--- src/rtl/instr_pkg.sv ---
// Shared defaults and instruction field layout for the instruction prefetch queue.
// The IW-bit instruction word is split into four equal fields, opcode in the top quarter.
package instr_pkg;

    localparam int IW_DEFAULT    = 16;
    localparam int DEPTH_DEFAULT = 4;

    // Field positions, counted in field-widths from the LSB.
    localparam int FIELD_OPCODE = 3;
    localparam int FIELD_DA     = 2;
    localparam int FIELD_AA     = 1;
    localparam int FIELD_BA     = 0;

    function automatic int field_w(input int iw);
        return iw / 4;
    endfunction

endpackage

--- src/rtl/instr_fifo.sv ---
// Circular prefetch buffer: DEPTH words, wrap-around pointers, occupancy count.
// Push is ignored when full and pop when empty; i_clear empties the buffer at the next edge.
module instr_fifo
    import instr_pkg::*;
#(
    parameter  int IW    = IW_DEFAULT,
    parameter  int DEPTH = DEPTH_DEFAULT,
    localparam int AW    = $clog2(DEPTH),
    localparam int CW    = AW + 1
) (
    input  logic          clk,
    input  logic          rst_n,
    input  logic          i_clear,
    input  logic          i_push,
    input  logic [IW-1:0] i_data,
    input  logic          i_pop,
    output logic [IW-1:0] o_head,
    output logic [CW-1:0] o_count
);

    logic [IW-1:0] r_mem [DEPTH];
    logic [AW-1:0] r_wr_ptr;
    logic [AW-1:0] r_rd_ptr;
    logic [CW-1:0] r_count;

    logic w_full;
    logic w_empty;
    logic w_push;
    logic w_pop;

    assign w_full  = (r_count == CW'(DEPTH));
    assign w_empty = (r_count == '0);
    assign w_push  = i_push && !w_full  && !i_clear;
    assign w_pop   = i_pop  && !w_empty && !i_clear;

    // NOTE: storage has no reset; a slot is only ever read after it has been written,
    // so the count and pointers alone define which words are live.
    always_ff @(posedge clk) begin
        if (w_push) begin
            r_mem[r_wr_ptr] <= i_data;
        end
    end

    // NOTE: all state updates use non-blocking assignments so every register sees
    // pre-edge values, independent of statement order.
    always_ff @(posedge clk or negedge rst_n) begin
        if (!rst_n) begin
            r_wr_ptr <= '0;
            r_rd_ptr <= '0;
            r_count  <= '0;
        end else if (i_clear) begin
            r_wr_ptr <= '0;
            r_rd_ptr <= '0;
            r_count  <= '0;
        end else begin
            if (w_push) begin
                r_wr_ptr <= r_wr_ptr + 1'b1;
            end
            if (w_pop) begin
                r_rd_ptr <= r_rd_ptr + 1'b1;
            end
            case ({w_push, w_pop})
                2'b10:   r_count <= r_count + 1'b1;
                2'b01:   r_count <= r_count - 1'b1;
                default: r_count <= r_count;
            endcase
        end
    end

    assign o_head  = r_mem[r_rd_ptr];
    assign o_count = r_count;

endmodule

--- src/rtl/instruction_queue.sv ---
// Instruction prefetch queue feeding an instruction register with opcode/DA/AA/BA field decode.
// Define IR_BYPASS_EN to let a word fetched into an empty queue load IR in the same edge as IL.
module instruction_queue
    import instr_pkg::*;
#(
    parameter int IW    = IW_DEFAULT,
    parameter int DEPTH = DEPTH_DEFAULT
) (
    input  logic                      clk,
    input  logic                      reset,
    input  logic                      in_valid,
    input  logic [IW-1:0]             in_word,
    output logic                      in_ready,
    input  logic                      IL,
    input  logic                      flush,
    output logic [IW-1:0]             IR,
    output logic                      ir_valid,
    output logic [field_w(IW)-1:0]    opcode,
    output logic [field_w(IW)-1:0]    DA,
    output logic [field_w(IW)-1:0]    AA,
    output logic [field_w(IW)-1:0]    BA,
    output logic [$clog2(DEPTH):0]    count
);

    localparam int FW = field_w(IW);
    localparam int CW = $clog2(DEPTH) + 1;

    logic [IW-1:0] r_ir;
    logic          r_ir_valid;

    logic [IW-1:0] w_head;
    logic [CW-1:0] w_count;
    logic          w_empty;
    logic          w_bypass;
    logic          w_push;
    logic          w_pop;

    assign w_empty  = (w_count == '0);
    assign in_ready = (w_count < CW'(DEPTH));

`ifdef IR_BYPASS_EN
    assign w_bypass = w_empty && in_valid && IL && !flush;
`else
    assign w_bypass = 1'b0;
`endif

    // A bypassed word goes straight to IR and must not also be enqueued.
    assign w_push = in_valid && in_ready && !flush && !w_bypass;
    assign w_pop  = IL && !w_empty && !flush;

    instr_fifo #(
        .IW    (IW),
        .DEPTH (DEPTH)
    ) u_fifo (
        .clk     (clk),
        .rst_n   (reset),
        .i_clear (flush),
        .i_push  (w_push),
        .i_data  (in_word),
        .i_pop   (w_pop),
        .o_head  (w_head),
        .o_count (w_count)
    );

    // flush and a bubble only invalidate IR; its contents are kept for inspection.
    always_ff @(posedge clk or negedge reset) begin
        if (!reset) begin
            r_ir       <= '0;
            r_ir_valid <= 1'b0;
        end else if (flush) begin
            r_ir_valid <= 1'b0;
        end else if (w_bypass) begin
            r_ir       <= in_word;
            r_ir_valid <= 1'b1;
        end else if (w_pop) begin
            r_ir       <= w_head;
            r_ir_valid <= 1'b1;
        end else if (IL) begin
            r_ir_valid <= 1'b0;
        end
    end

    assign IR       = r_ir;
    assign ir_valid = r_ir_valid;
    assign count    = w_count;

    assign opcode = r_ir[FIELD_OPCODE*FW +: FW];
    assign DA     = r_ir[FIELD_DA*FW     +: FW];
    assign AA     = r_ir[FIELD_AA*FW     +: FW];
    assign BA     = r_ir[FIELD_BA*FW     +: FW];

endmodule

--- config.mk ---
export PLATFORM = sky130hd
export DESIGN_NAME = instruction_queue
export DESIGN_NICKNAME = d
export VERILOG_FILES = /design/src/rtl/instr_pkg.sv /design/src/rtl/instr_fifo.sv /design/src/rtl/instruction_queue.sv
export SDC_FILE = /design/constraint.sdc
export NUM_CORES = 1
export LEC_CHECK = 0
export ABC_AREA = 1
export BUFFER_PORTS_ARGS = -buffer_cell sky130_fd_sc_hd__buf_2
export CORE_MARGIN = 3
export CORE_UTILIZATION = 37
export DETAILED_ROUTE_END_ITERATION = 6
export MAX_ROUTING_LAYER = met4
export PLACE_DENSITY_LB_ADDON = 0.3
export SETUP_SLACK_MARGIN = 0.05
export SYNTH_ARGS = -nofsm -noshare
export SYNTH_HDL_FRONTEND = slang
export SYNTH_SLANG_ARGS = --single-unit
export TNS_END_PERCENT = 5
--- constraint.sdc ---
create_clock -name clk -period 2.1 [get_ports clk]
set_clock_uncertainty 0.2 [all_clocks]
set_input_delay 0.525 -clock clk [delete_from_list [all_inputs] [get_ports clk]]
set_output_delay 0.525 -clock clk [all_outputs]
set_load 0.05 [all_outputs]
== Word level (Yosys, flattened, before mapping) ==
Memory sizes are Yosys's and may differ from the RTL's. A register that Yosys moved wholly into a read port is not among the register bits.
Index checks and enable logic that the tools add are counted.

* Order comparisons: 1
* Add/subtract/negate cells: 4
* Multiplexer cells: 11
* Eq/ne operators: 3
* Reductions and logical operators: 18
* Bitwise operators: 1

{| class="wikitable"
|+ Operators with widths
! cell !! number
|-
| $logic_and A1 B1 Y1 || 8
|-
| $mux W2 || 4
|-
| $pmux W3 S2 || 1
|-
| $reduce_bool A3 Y1 || 2
|-
| $mux W1 || 5
|-
| $add A2 B1 Y2 const B || 2
|-
| $logic_not A1 Y1 || 4
|-
| $reduce_bool A2 Y1 || 2
|-
| $add A3 B1 Y3 const B || 1
|-
| $eq A3 B3 Y1 const B || 1
|-
| $logic_not A3 Y1 || 1
|-
| $lt A3 B3 Y1 const B || 1
|-
| $mux W3 || 1
|-
| $sub A3 B1 Y3 const B || 1
|-
| $eq A2 B1 Y1 const B || 1
|-
| $eq A2 B2 Y1 const B || 1
|-
| $reduce_and A2 Y1 || 1
|-
| $not A1 Y1 || 1
|}

* Memories kept: 1
* Bits of input ports: 21
* Output and inout bits: 37
* Bits in registers: 8
* Bits in writable memories: 64

{| class="wikitable"
|+ Memory list
! name !! words !! bits a word !! rd ports !! clocked after Yosys merged registers in !! wr ports !! line !! RTL
|-
| u_fifo.r_mem || 4 || 16 || 1 || 1 || 1 || instr_fifo.sv:21 || <nowiki>logic [IW-1:0] r_mem [DEPTH];</nowiki>
|}

== Longest topological paths before layout ==
* Word-level depth: 9
* Gate-level depth with buffers: 9

== By module ==
From an unflattened synthesis, not the netlist that was laid out.

* Cells, all modules: 313
* Area total of the unflattened synthesis: 3693.5 um^2

{| class="wikitable"
|+ Modules (own cells, without submodules)
! module !! area each (um^2) !! cells an instance !! instances
|-
| instr_fifo || 2851.5 || 218 || 1
|-
| instruction_queue || 842.1 || 95 || 1
|}

== Worst setup path after synthesis ==
Ideal clock, no wire load.

* Path type: register to register
* Start point: register u_fifo.r_count[2] (netlist: u_fifo.o_count[2])
* End point: memory u_fifo.r_mem[0][0] in the netlist's numbering, enable pin
* Stages on the path, launching flop included: 4
* Path buffers: 0
* Path slack: -0.339 ns
* Arrival: 1.850 ns
* Data required time: 1.511 ns
* Cells stage by stage: dfrtp_1 > inv_2 > nand3_1 > nor2_1

* Longest elaborated chain between the ends: 7
* Elaborated cells between the ends (all ways): 9

{| class="wikitable"
|+ RTL lines
! element !! line !! RTL
|-
| start: declaration || instr_fifo.sv:24 || <nowiki>logic [CW-1:0] r_count;</nowiki>
|-
| start signal: assignment || instr_fifo.sv:63 || <nowiki>2'b10: r_count <= r_count + 1'b1;</nowiki>
|-
| start signal: assignment || instr_fifo.sv:64 || <nowiki>2'b01: r_count <= r_count - 1'b1;</nowiki>
|-
| start signal: assignment || instr_fifo.sv:65 || <nowiki>default: r_count <= r_count;</nowiki>
|-
| $lt A3 B3 Y1 || instruction_queue.sv:39 || <nowiki>assign in_ready = (w_count < CW'(DEPTH));</nowiki>
|-
| net in_ready || instruction_queue.sv:13 || <nowiki>output logic in_ready,</nowiki>
|-
| $logic_and A1 B1 Y1 (2 in a row) || instruction_queue.sv:48 || <nowiki>assign w_push = in_valid && in_ready && !flush && !w_bypass;</nowiki>
|-
| $logic_and A1 B1 Y1 (2 in a row) || instr_fifo.sv:33 || <nowiki>assign w_push = i_push && !w_full && !i_clear;</nowiki>
|-
| $mux W1 || instr_fifo.sv:39 || <nowiki>if (w_push) begin</nowiki>
|-
| $mux W1 (implied by the code) || instr_fifo.sv:40 || <nowiki>r_mem[r_wr_ptr] <= i_data;</nowiki>
|-
| end: declaration || instr_fifo.sv:21 ||
|}

The timed path passes the listed nets, and every way through them passes these cells.

== Final worst setup path ==
* Start point: register u_fifo.r_count[2] (netlist: u_fifo.o_count[2])
* End point: output in_ready

* Longest elaborated chain between the ends: 1

{| class="wikitable"
|+ RTL lines
! element !! line
|-
| $lt A3 B3 Y1 || instruction_queue.sv:39
|-
| end: declaration || instruction_queue.sv:13
|}

Every way passes these cells.

==> impl_metrics.json <==
{
  "rsz0062_at_grt": "no",
  "synth_warnings": 0,
  "synth_fp_nets": 326,
  "crit_slowest_cell": "dfrtp_1",
  "cts_sinks": 88,
  "p_per_area_nw_per_um2": 1400,
  "setup_viol": 0,
  "n_antenna_cell": 0,
  "synth_seq_cells": 88,
  "clk_pin_slew_worst_paths_ns": 0.09,
  "detail_route.first_pass.iterations": 4,
  "tns_ns": 0,
  "postCtsSetupRepairBufs": 0,
  "core_um2": 9330,
  "dp_hpwl_um": 4530,
  "leakagePower_nw": 1.73,
  "ff2ff_path_depth": 7,
  "final_cell_mix": "64 x edfxtp_1, 59 x nand2_1, 57 x buf_2",
  "period_needed_ns": 1.90,
  "netlist_instances": 300,
  "slowest_delay_ns": 0.44,
  "yosysTopAreaCellShare_pct": 53.5,
  "initial_core_util_pct": 38.5,
  "cts_tree": "done",
  "hold_end": "u_fifo.r_mem[3][8]",
  "finalCritPeriodShare_pct": 90.5,
  "wirelength_um": 6890,
  "post_drt_via_cell_ratio": 4.55,
  "max_freq_mhz": 526,
  "cts_root_buf": "clkbuf_8",
  "synth-seq-area-share_pct": 70.2,
  "grt_busiest_layer": "met2",
  "mostFrequentLayoutCell": "edfxtp_1",
  "rows": 35,
  "grt_usage_pct": 13.3,
  "layout.nets": 378,
  "final_layout_size_suffix_gt1_share_pct": 26.3,
  "ios": 58,
  "layout_setup_ws_ns": 0.200,
  "synthTopCellsByArea": "edfxtp_1 54%, dfrtp_1 17%, nand2_1 6.2%, o21ai_0 5.3%, nor2_1 3.8%",
  "htreeDepth": 3,
  "grt_pass1_wl_um": 10900,
  "grt_use_met3_pct": 2.98,
  "pre_cts_slack_ns": 0.133,
  "fin_cells": 486,
  "vdd_ir_drop_max_mv": 0.634,
  "synth_cell_types": 22,
  "drv_cap": 0,
  "routedWlPerCell_um": 14.2,
  "grt_use_met2_pct": 20.4,
  "cp_cell_sequence": "inv_4, buf_2",
  "antenna_found_initial": 0,
  "nFillCells": 873,
  "clock_tree.buffer_depth": 2,
  "portBuffers": 57,
  "grtUsageMet1_pct": 17.6,
  "worstPathArrival_ns": 1.17,
  "min_path_type": "input port to flop",
  "antenna_left": 0,
  "finalPower_mw": 5.92,
  "status": "completed",
  "drv_slew": 0,
  "start_kind": "flop",
  "drt_iter0_markers": 115,
  "cp-end-kind": "primary output",
  "timing.rr.end": "u_fifo.o_count[1]",
  "cts_buffers": 9,
  "holdPathStages": 1,
  "crit_type": "flop to primary output",
  "synthToLayoutAreaGrowth_pct": 17.4,
  "min_from": "in_word[8]",
  "die-area_um2": 10900,
  "slew_headroom_pct": 62.6,
  "crit_fanout": 5,
  "die-width_um": 105,
  "yosysTopAreaCell": "edfxtp_1",
  "tightest_slew_ns": 0.561,
  "drc": 0,
  "syn-cell-area_um2": 3590,
  "vias": 2210,
  "rrSetupSlack_ns": 0.28,
  "crit_required_ns": 1.37,
  "syn_area_per_cell_um2": 12.0,
  "die_y_um": 105,
  "place_congestion": 0.747,
  "grt.overflow.total": 0,
  "grt_max_degree": 34,
  "clock_latency_ns": 0.34,
  "r2r_start": "u_fifo.o_count[2]",
  "first_global_vias": 2093,
  "dp.cells": 469,
  "hold_viol": 0
}
==> metal layers <==
metal / vias to the layer above / routed length [um]
met2: 51 / 3320
met4: 0 / 67
met3: 5 / 262
li1: 1123 / -
met5: - / 0
met1: 1031 / 3240
==> power breakdown <==
group	switching (mW)	internal, mW
Sequential	0.167	2.17
Clock	0.588	0.428
Combinational	1.97	0.602
Total	2.72	3.20
==> layout make-up <==
cell class | instances | area (um^2) | share of cell area, %
clock inverter | 7 | 46.3 | 1.10
multi-input combinational | 169 | 865 | 20.5
inverter | 16 | 62.6 | 1.48
sequential | 88 | 2520 | 59.9
tap | 129 | 161 | 3.83
timing repair buffer | 68 | 433 | 10.3
clock buffer | 9 | 124 | 2.94
==> how the worst max path moves through the flow <==
stage,from,to,slack (ns),cells after the start
finish,u_fifo.o_count[2],in_ready,0.20,2
global route,u_fifo.o_count[2],in_ready,0.13,2
CTS,u_fifo.o_count[2],in_ready,0.18,2
detailed placement,flush,u_fifo.r_mem[0][14],0.13,5
global placement,flush,u_fifo.r_mem[0][0],0.17,5
floorplan,u_fifo.o_count[2],u_fifo.o_count[1],-0.04,7
==> cell families after synthesis <==
family,share of synthesized area (%)
compound gates,8.85
fa+ha+maj,1.95
buf+inv,6.65
flops,70.2
simple gates,12.3
==> cell usage after synthesis <==
| cell | n |
|---|---|
| dfrtp_1 | 24 |
| fa_1 | 1 |
| nand3_1 | 6 |
| o21ai_0 | 38 |
| nand3_2 | 2 |
| inv_1 | 15 |
| buf_4 | 17 |
| edfxtp_1 | 64 |
| clkbuf_2 | 1 |
| buf_6 | 1 |
| o22ai_1 | 16 |
| a21oi_1 | 2 |
| a21oi_2 | 2 |
| ha_1 | 4 |
| nand2_1 | 59 |
| nand2_4 | 1 |
| buf_2 | 4 |
| nor2_1 | 36 |
| clkbuf_1 | 4 |
| nand3_4 | 1 |
| nand4_1 | 1 |
| inv_2 | 1 |
==> critical path, delay by kind of cell (launching register included) <==
| kind | cells | cell delay (ns) |
|---|---|---|
| flip-flops | 1 | 0.44 |
| buffers and inverters | 2 | 0.39 |
==> registers in the layout, summed over array words and instances, names as in the netlist <==
signal and count:
u_fifo.r_rd_ptr 2, u_fifo.r_mem 64, u_fifo.o_count 3, IR 16, ir_valid 1, u_fifo.r_wr_ptr 2
==> metrics by stage <==
stage	hold slack, ns	utilization (%)	area [um^2]
after CTS	0.190	45.2	4210
after detailed placement	0.283	43.2	4030
after global routing	0.181	45.2	4210
after floorplan	0.0294	-	3630
after global placement	0.278	43.2	4030
final	0.201	45.2	4210
==> repair_timing <==
action	in CTS	in global routing
hold buffers	1	0
resized for setup	0	0
endpoints found under the hold margin	24	0
No activity file was read; power rests on OpenSTA's default activity.
